## src/rtl/i2c_txn_sequencer.sv

```systemverilog
// i2c_txn_sequencer
//   Runs one single-byte I2C register transaction per command through the
//   I2C register-map block: load slave address, load register address, then
//   start+stop. It polls busy/nack and returns one response per command.
//
// Ports
//   clk, rst_n                    clock, async active-low reset
//   cmd_valid/cmd_ready           command handshake (ready only in IDLE)
//   cmd_rw, cmd_slave_addr,
//   cmd_reg_addr, cmd_wdata       command fields (1=read)
//   rsp_valid/rsp_ready           response handshake (held until ready)
//   rsp_rdata, rsp_nack,
//   rsp_timeout                   response fields
//   i2c_clk_div_lo/hi             SCL divider (constant CLK_DIV)
//   i2c_ctrl                      {0,ld_reg,ld_slave,rw,stop,start,mode,en}
//   i2c_tx                        byte to the I2C block
//   i2c_rx                        byte from the I2C block
//   i2c_status                    {5'b0,nack,done,busy}
//
// Build option
//   I2C_SEQ_RETRY_EN : retry a NACKed transaction up to MAX_RETRY times
//                      before reporting rsp_nack.

module i2c_txn_sequencer #(
  parameter logic [15:0] CLK_DIV     = 16'd250,
  parameter logic        MODE        = 1'b0,
  parameter logic [19:0] TIMEOUT_CYC = 20'd1_000_000,
  parameter int          MAX_RETRY   = 2
) (
  input  logic       clk,
  input  logic       rst_n,
  input  logic       cmd_valid,
  output logic       cmd_ready,
  input  logic       cmd_rw,
  input  logic [6:0] cmd_slave_addr,
  input  logic [7:0] cmd_reg_addr,
  input  logic [7:0] cmd_wdata,
  output logic       rsp_valid,
  input  logic       rsp_ready,
  output logic [7:0] rsp_rdata,
  output logic       rsp_nack,
  output logic       rsp_timeout,
  output logic [7:0] i2c_clk_div_lo,
  output logic [7:0] i2c_clk_div_hi,
  output logic [7:0] i2c_ctrl,
  output logic [7:0] i2c_tx,
  input  logic [7:0] i2c_rx,
  input  logic [7:0] i2c_status
);

  typedef enum logic [2:0] {S_IDLE, S_LD_SA, S_LD_RA, S_START, S_WAIT, S_RESP} state_t;

  state_t      state;
  logic        rw_q;
  logic [6:0]  sa_q;
  logic [7:0]  ra_q;
  logic [7:0]  wd_q;
  logic [19:0] tcnt;

  logic busy, nack, timed_out;
  assign busy      = i2c_status[0];
  assign nack      = i2c_status[2];
  // This is the TIMEOUT_CYC-th cycle spent in START/WAIT.
  assign timed_out = (tcnt >= TIMEOUT_CYC - 20'd1);

  logic unused_status;
  assign unused_status = ^{i2c_status[7:3], i2c_status[1]};

`ifdef I2C_SEQ_RETRY_EN
  logic [7:0] retry_cnt;
`else
  logic unused_cfg;
  assign unused_cfg = MAX_RETRY[0];
`endif

  assign i2c_clk_div_lo = CLK_DIV[7:0];
  assign i2c_clk_div_hi = CLK_DIV[15:8];

  // Control byte with en=1; mode always follows MODE while enabled.
  function automatic logic [7:0] ctl(input logic ld_reg, input logic ld_sa,
                                     input logic rw, input logic stop_start);
    return {1'b0, ld_reg, ld_sa, rw, stop_start, stop_start, MODE, 1'b1};
  endfunction

  always_ff @(posedge clk or negedge rst_n) begin
    if (!rst_n) begin
      state       <= S_IDLE;
      cmd_ready   <= 1'b0;
      rsp_valid   <= 1'b0;
      rsp_rdata   <= 8'h00;
      rsp_nack    <= 1'b0;
      rsp_timeout <= 1'b0;
      i2c_ctrl    <= 8'h00;
      i2c_tx      <= 8'h00;
      rw_q        <= 1'b0;
      sa_q        <= 7'h00;
      ra_q        <= 8'h00;
      wd_q        <= 8'h00;
      tcnt        <= 20'd0;
`ifdef I2C_SEQ_RETRY_EN
      retry_cnt   <= 8'd0;
`endif
    end else begin
      case (state)
        S_IDLE: begin
          i2c_ctrl <= 8'h00;
          if (cmd_valid && cmd_ready) begin
            rw_q      <= cmd_rw;
            sa_q      <= cmd_slave_addr;
            ra_q      <= cmd_reg_addr;
            wd_q      <= cmd_wdata;
            cmd_ready <= 1'b0;
            i2c_tx    <= {1'b0, cmd_slave_addr};
            i2c_ctrl  <= ctl(1'b0, 1'b1, cmd_rw, 1'b0);
            // Cleared once per command so retries share one timeout budget.
            tcnt      <= 20'd0;
`ifdef I2C_SEQ_RETRY_EN
            retry_cnt <= 8'd0;
`endif
            state     <= S_LD_SA;
          end else begin
            cmd_ready <= 1'b1;
          end
        end
        S_LD_SA: begin
          i2c_tx   <= ra_q;
          i2c_ctrl <= ctl(1'b1, 1'b0, rw_q, 1'b0);
          state    <= S_LD_RA;
        end
        S_LD_RA: begin
          i2c_tx   <= wd_q;
          i2c_ctrl <= ctl(1'b0, 1'b0, rw_q, 1'b1);
          state    <= S_START;
        end
        S_START, S_WAIT: begin
          tcnt <= tcnt + 20'd1;
          if (timed_out) begin
            // One cycle with en=0 aborts whatever the core is doing.
            i2c_ctrl    <= 8'h00;
            rsp_valid   <= 1'b1;
            rsp_timeout <= 1'b1;
            rsp_nack    <= 1'b0;
            rsp_rdata   <= 8'h00;
            state       <= S_RESP;
          end else if (state == S_START) begin
            if (busy) begin
              i2c_ctrl <= ctl(1'b0, 1'b0, rw_q, 1'b0);
              state    <= S_WAIT;
            end
          end else if (!busy) begin
            if (nack) begin
`ifdef I2C_SEQ_RETRY_EN
              if (retry_cnt < 8'(MAX_RETRY)) begin
                retry_cnt <= retry_cnt + 8'd1;
                i2c_tx    <= {1'b0, sa_q};
                i2c_ctrl  <= ctl(1'b0, 1'b1, rw_q, 1'b0);
                state     <= S_LD_SA;
              end else begin
                i2c_ctrl  <= ctl(1'b0, 1'b0, 1'b0, 1'b0);
                rsp_valid <= 1'b1;
                rsp_nack  <= 1'b1;
                rsp_rdata <= 8'h00;
                state     <= S_RESP;
              end
`else
              i2c_ctrl  <= ctl(1'b0, 1'b0, 1'b0, 1'b0);
              rsp_valid <= 1'b1;
              rsp_nack  <= 1'b1;
              rsp_rdata <= 8'h00;
              state     <= S_RESP;
`endif
            end else begin
              i2c_ctrl  <= ctl(1'b0, 1'b0, 1'b0, 1'b0);
              rsp_valid <= 1'b1;
              rsp_nack  <= 1'b0;
              rsp_rdata <= rw_q ? i2c_rx : 8'h00;
              state     <= S_RESP;
            end
          end
        end
        S_RESP: begin
          if (rsp_ready) begin
            rsp_valid   <= 1'b0;
            rsp_nack    <= 1'b0;
            rsp_timeout <= 1'b0;
            rsp_rdata   <= 8'h00;
            i2c_ctrl    <= 8'h00;
            cmd_ready   <= 1'b1;
            state       <= S_IDLE;
          end else begin
            i2c_ctrl <= ctl(1'b0, 1'b0, 1'b0, 1'b0);
          end
        end
        default: state <= S_IDLE;
      endcase
    end
  end

endmodule

```

## config.mk

```make
export PLATFORM = sky130hd
export DESIGN_NAME = i2c_txn_sequencer
export DESIGN_NICKNAME = d
export VERILOG_FILES = /design/src/rtl/i2c_txn_sequencer.sv
export SDC_FILE = /design/constraint.sdc
export NUM_CORES = 1
export LEC_CHECK = 0
export ABC_AREA = 1
export CELL_PAD_IN_SITES_DETAIL_PLACEMENT = 1
export CELL_PAD_IN_SITES_GLOBAL_PLACEMENT = 1
export CORE_MARGIN = 5
export CORE_UTILIZATION = 36
export CTS_CLUSTER_DIAMETER = 120
export DETAILED_ROUTE_END_ITERATION = 10
export PLACE_DENSITY_LB_ADDON = 0.1
export RECOVER_POWER = 25
export SLEW_MARGIN = 20
export SYNTH_ARGS = -nofsm -noshare
export SYNTH_HDL_FRONTEND = slang
export SYNTH_SLANG_ARGS = --single-unit
```

## constraint.sdc

```tcl
create_clock -name clk -period 1.71 [get_ports clk]
set_input_delay 0.342 -clock clk [delete_from_list [all_inputs] [get_ports clk]]
set_output_delay 0.342 -clock clk [all_outputs]
set_load 0.005 [all_outputs]
```

==> run_results.csv, run 1 <==
group,metric,value,unit
setup_path,r2r_cells,11,
clocking,cts_tree,"built",
die,die_x,110,µm
detailed_routing,drt-total-wl,10500,µm
clocking,clk_pin_slew,80,ps
clocking,root_buffer,"clkbuf_8",
grt,grt_overflow_total,0,
synthesis,synth_cells,461,
synthesis,async_flop_share,100,%
setup_path,crit_path_end,"rsp_nack",
power,max-vdd-ir-drop,0.000555,V
synthesis,synth_most_common_cell,"nand2_1",
timing,report.final.slew_viol_count,0,
run,maxCapViolations,0,
setup_path,cpLargestDelayFamily,"simple AND/OR/NAND/NOR gates",
power,powerDensity,1560,nW/µm²
setup_path,cp_data_arrival_time,1990,ps
grt,grt_antenna_before_repair,0,
outcome,violations,"negative setup slack",
die,initial_core_util,36.8,%
detailed_routing,drt_iter0_markers,134,
setup_path,cpPeakStageDelay,390,ps
synthesis,synthTopCellsByCount,"nand2_1, dfrtp_1, nand3_1",
placed_design,dp_slack,-59.8,ps
setup_path,r2r-end,"rsp_nack",
setup_path,crit_type,"reg2reg",
die,ioPinCount,88,
timing,fin_ws,-6.57,ps
clocking,holdBufCountCts,0,
detailed_routing,via_count,3401,
die,core_area,9770,µm²
setup_path,critical_path_buf_inv_count,1,
clocking,cts_buffers,9,
timing,finalCritPeriodShare,100,%
setup_path,crit_path_max_fanout,10,
timing,tightest_slew,931,ps
synthesis,synth_area_leader_cell,"dfrtp_1",
setup_path,worstSetupEndpointType,"flop",
cells_and_area,fill_cells,1221,
placed_design,io_buffers,63,
setup_path,cp.depth,11,
grt,grt_pass1_wl,16900,µm
clocking,cts_max_level,3,
cells_and_area,diodes,0,
outcome,status,"complete, but fails checks",
timing,relSlewSlack,38.0,%
synthesis,ys.flop_type,"dfrtp_1",
setup_path,crit_start,"tcnt[0]",
synthesis,synth.top_cell.area_share,45.3,%
cells_and_area,final_nets,609,
synthesis,synth_edf_count,0,
placed_design,gp_congestion,0.804,
setup_path,rrSetupSlack,-7,ps
detailed_routing,viasPerCell,4.84,
die,fp.dieH,110,µm
timing,period_needed,1720,ps
detailed_routing,route.detailed.drc,0,
setup_path,reg2reg_from,"tcnt[0]",
timing,final.setup.tns,-6.57,ps
timing,hold_viol_final,0,
grt,grt_pass1_vias,3447,
clocking,clkSinkCount,65,
clocking,clock_latency,340,ps
die,row_count,36,
cells_and_area,syn2layout_area_growth,38.0,%
power,total_leakage_power,2.35,nW
clocking,cts_buffer_depth,2,
cells_and_area,drive_gt1_share,20.6,%
detailed_routing,wire_per_inst,14.9,µm
synthesis,ys_ff_latch,65,
synthesis,yosys_warnings,0,
timing,hold_slack,231,ps
timing,finalSetupViolCount,1,
min_path,hold_class,"in2async",
timing,clock.fmax,0.583,GHz
cells_and_area,seq_area,1630,µm²
timing,rsz0062_at_grt,"yes",
detailed_routing,first_pass_iters,4,
synthesis,synth.distinct_cells,41,
detailed_routing,final_antenna_net_count,0,
grt,grt_max_degree,66,
cells_and_area,multi_input_area,1820,µm²
synthesis,synth-seq-area-share,45.3,%
grt,globalRouteTotalUtil,17.8,%
synthesis,synth_area,3590,µm²
synthesis,netlist_top_cells_area,"dfrtp_1, nand2_1, nand3_1, buf_4, inv_1",
setup_path,slowest_stage,"dfrtp_1",
setup_path,required,1980,ps
setup_path,crit_path_cell_trace,"ha_2, nand2_2, nor2_4, nand2_4, nand3_4, nand2_8, nand2_8, buf_12, nor2_1, nand4_2, nand2_2",
placed_design,place_hpwl,7620,µm
setup_path,cp-start-kind,"flop",
synthesis,synth_area_per_cell,7.79,µm²
die,die_area,12100,µm²
timing,skew,10.2,ps
[metal layers]
| metal | track usage, % | part of all wire (%) | vias up |
|---|---|---|---|
| li1 | - | - | 1657 |
| met1 | 23.6 | 45 | 1678 |
| met2 | 30.5 | 50 | 58 |
| met3 | 2.41 | 3.6 | 8 |
| met4 | 4.81 | 0.89 | 0 |
| met5 | 0 | 0 | - |
[report_power, final]
part           switching, mW  internal (mW)  total, mW
sequential             0.438           2.17       2.61
combinational           2.02           1.66       3.68
clock                  0.619          0.820       1.44
[cells in the final DEF (no fill, tap or decap), types with 7 or more instances in the layout]
cell / synthesis / routed
nor3_1: 13 / 8
nand4_1: 7 / 7
buf_4: 23 / 37
nand2_1: 165 / 154
conb_1: 2 / 18
nor3_2: 2 / 7
o21ai_0: 12 / 10
dfrtp_1: 65 / 64
inv_1: 32 / 30
nand3_1: 39 / 36
a21oi_1: 12 / 12
nor2_1: 28 / 25
clkbuf_8: 0 / 9
clkdlybuf4s50_1: 0 / 62
nand2_2: 3 / 13
inv_2: 8 / 9
[how the worst min path moves through the flow]
stage	slack, ps	end
2_1_floorplan	50	cmd_ready
3_3_place_gp	390	rsp_rdata[7]
3_5_place_dp	400	rsp_rdata[0]
4_1_cts	30	rsp_rdata[0]
5_1_grt	340	rsp_rdata[0]
6_report	230	rsp_rdata[0]
[final cells by class]
type                       instances  area share, %
multi-input combinational        342           36.7
sequential                        65           32.8
timing repair buffer             105           19.6
tap                              133           3.36
inverter                          41           3.16
clock buffer                      11           2.65
clock inverter                     5           1.62
[cells by family after synthesis]
family / synth area share [%]
multiplexers: 0.279
other: 0.209
buffers and inverters: 10.5
AND/OR/NAND/NOR: 35.9
flip-flops: 45.3
XOR/XNOR: 0.732
AO/OA/AOI/OAI: 6.76
adder cells (fa/ha/maj): 0.348
[metrics by stage]
step	cell area, µm²	util, %	cells	power (mW)
finish	4960	50.7	702	7.73
floorplan	3650	-	477	4.56
CTS	4810	49.2	698	7.65
global placement	4510	46.2	677	5.95
detailed placement	4510	46.2	677	6.09
global route	4960	50.7	702	8.38
[registers in the layout, summed over array words and instances, names as in the netlist, 3 cells and up]
register,cells
rsp_rdata,8
state,3
i2c_tx,8
tcnt,20
i2c_ctrl,5
ra_q,8
wd_q,8
[what timing repair did]
action	4_1_cts	5_1_grt
setup buffers	4	4
gates resized for setup	9	34
gates cloned	1	0
pin swaps	5	12
endpoints found under the setup margin	20	57
Power figures use the tool's default switching activity.
==> inputs of run 2 (changes only) <==
--- a/config.mk
+++ b/config.mk
@@ -13,7 +13,8 @@
 export CTS_CLUSTER_DIAMETER = 120
 export DETAILED_ROUTE_END_ITERATION = 10
 export PLACE_DENSITY_LB_ADDON = 0.1
-export RECOVER_POWER = 25
+export RECOVER_POWER = 50
+export SKIP_CTS_REPAIR_TIMING = 1
 export SLEW_MARGIN = 20
 export SYNTH_ARGS = -nofsm -noshare
 export SYNTH_HDL_FRONTEND = slang
==> run 2 against run 1 <==
The run now ends clean. Count of clock-buffer cells in the layout stayed put. Global-route usage shrank 0.30 points. Critical path depth increased by 1. Hold slack better by 1.6 ps. Power is 1.4% higher. Non-clock buffer count unchanged. Cell count unchanged. First-iteration DRC count fell by 7.5%. Largest power group unchanged.
==> run_results.csv, run 2 (same netlist as run 1, synthesis figures left out) <==
group,metric,value,unit
detailed_routing,drt-total-wl,10600,µm
timing,hold_viol_final,0,
clocking,cts_max_level,3,
power,internal-power,4.69,mW
cells_and_area,largest-register,"tcnt",
cells_and_area,final_cells,702,
detailed_routing,first_pass_iters,4,
clocking,root_buffer,"clkbuf_8",
outcome,status,"finished clean",
detailed_routing,via_count,3400,
cells_and_area,mostFrequentLayoutCells,"nand2_1, dfrtp_1, clkdlybuf4s50_1",
die,die_area,12100,µm²
detailed_routing,route.detailed.drc,0,
clocking,clock_latency,340,ps
die,ioPinCount,88,
grt,grt_pass1_vias,3449,
power,pwr-share-seq,33.6,%
die,row_count,36,
setup_path,required,1940,ps
clocking,clkSinkCount,65,
timing,clock.fmax,0.592,GHz
power,switching_share,40.1,%
clocking,clk_pin_slew,80,ps
cells_and_area,final_nets,609,
power,max-vdd-ir-drop,0.000553,V
setup_path,reg2reg_from,"tcnt[1]",
die,fp.dieH,110,µm
placed_design,io_buffers,63,
cells_and_area,syn2layout_area_growth,41.2,%
setup_path,crit_type,"reg2reg",
power,total_leakage_power,2.39,nW
setup_path,rrSetupSlack,20,ps
detailed_routing,wire_per_inst,15.1,µm
detailed_routing,final_antenna_net_count,0,
timing,finalSetupViolCount,0,
run,maxCapViolations,0,
setup_path,crit_start,"tcnt[1]",
power,p_comb_share,47.9,%
setup_path,cp_data_arrival_time,1910,ps
placed_design,dpl_cell_area,4510,µm²
placed_design,gp_congestion,0.804,
die,die_x,110,µm
placed_design,place_inst,677,
cells_and_area,largest_reg_flops,20,
setup_path,crit_path_end,"rsp_valid",
cells_and_area,final_common_cell,"nand2_1",
setup_path,r2r-end,"rsp_valid",
timing,finalCritPeriodShare,98.8,%
clocking,cts_buffer_depth,2,
placed_design,place_hpwl,7620,µm
timing,skew,12.1,ps
grt,globalRouteTotalUtil,17.5,%
cells_and_area,diodes,0,
setup_path,crit_path_max_fanout,5,
timing,period_needed,1690,ps
timing,tightest_slew,911,ps
power,powerDensity,1540,nW/µm²
setup_path,worstSetupEndpointType,"flop",
grt,grt_pass1_wl,16700,µm
power,power_switching,3.14,mW
cells_and_area,drive_gt1_share,23.6,%
cells_and_area,final_util,51.9,%
detailed_routing,drt_iter0_markers,124,
min_path,hold_class,"in2async",
cells_and_area,design_area,5070,µm²
grt,grt_max_degree,66,
detailed_routing,viasPerCell,4.84,
die,core_area,9770,µm²
clocking,cts_tree,"built",
timing,rsz0062_at_grt,"yes",
timing,report.final.slew_viol_count,0,
die,initial_core_util,36.8,%
timing,relSlewSlack,39.2,%
setup_path,r2r_cells,12,
grt,grt_antenna_before_repair,0,
grt,grt_overflow_total,0,
clocking,cts_buffers,9,
power,p_clk_share,18.5,%
setup_path,cp-start-kind,"flop",
==> run 2: power by group through the flow <==
stage	clock network [mW]	logic [mW]	registers, mW
4_1_cts	1.48	3.48	2.61
3_5_place_dp	0	3.46	2.63
6_report	1.45	3.75	2.63
3_3_place_gp	0	3.35	2.60
5_1_grt	1.56	4.20	2.72
2_1_floorplan	0	1.98	2.57
==> run 2: worst min-delay path by stage <==
| stage | endpoint | slack [ps] | cells after the start |
|---|---|---|---|
| global route | rsp_rdata[0] | 340 | 2 |
| global placement | rsp_rdata[7] | 390 | 2 |
| floorplan | cmd_ready | 50 | 0 |
| CTS | rsp_rdata[0] | 30 | 2 |
| finish | rsp_rdata[0] | 230 | 2 |
| detailed placement | rsp_rdata[0] | 400 | 2 |
==> run 2: layout make-up <==
cell class / count / area [µm²]
multi-input cells: 342 / 1920
flip-flops and latches: 65 / 1630
repair buffers: 105 / 986
clock inverters: 5 / 80.1
inverters: 41 / 156
fillers: 1197 / 4700
well taps: 133 / 166
clock buffers: 11 / 131
==> run 2: worst max-delay path: stages, from the launching register on <==
cell and delay [ps]:
dfrtp_1 410, ha_4 170, nand2_4 60, nor2_4 120, nand2_4 90, nand3_4 90, nand2_8 90, nand2_8 100
nand2_8 70, nand2_8 100, nand3_4 130, nand2_1 100, nand2_1 50
==> run 2: routing by layer <==
metal	vias to the layer above	global-route usage (%)	routed length, µm
li1	1662	-	-
met1	1678	22.9	4740
met2	51	30.3	5430
met3	9	2.41	347
met4	0	4.81	97
met5	-	0	0
==> run 2: through the flow <==
stage / hold slack (ps) / setup TNS (ps) / worst slack [ps] / power [mW]
final: 233 / 0 / 20.9 / 7.83
after global routing: 337 / -800 / -90.7 / 8.49
after CTS: 25.8 / -1150 / -75.7 / 7.56
after detailed placement: 396 / -1180 / -59.8 / 6.09
after global placement: 388 / -128 / -19.4 / 5.95
after floorplan: 46.4 / 0 / 146 / 4.56
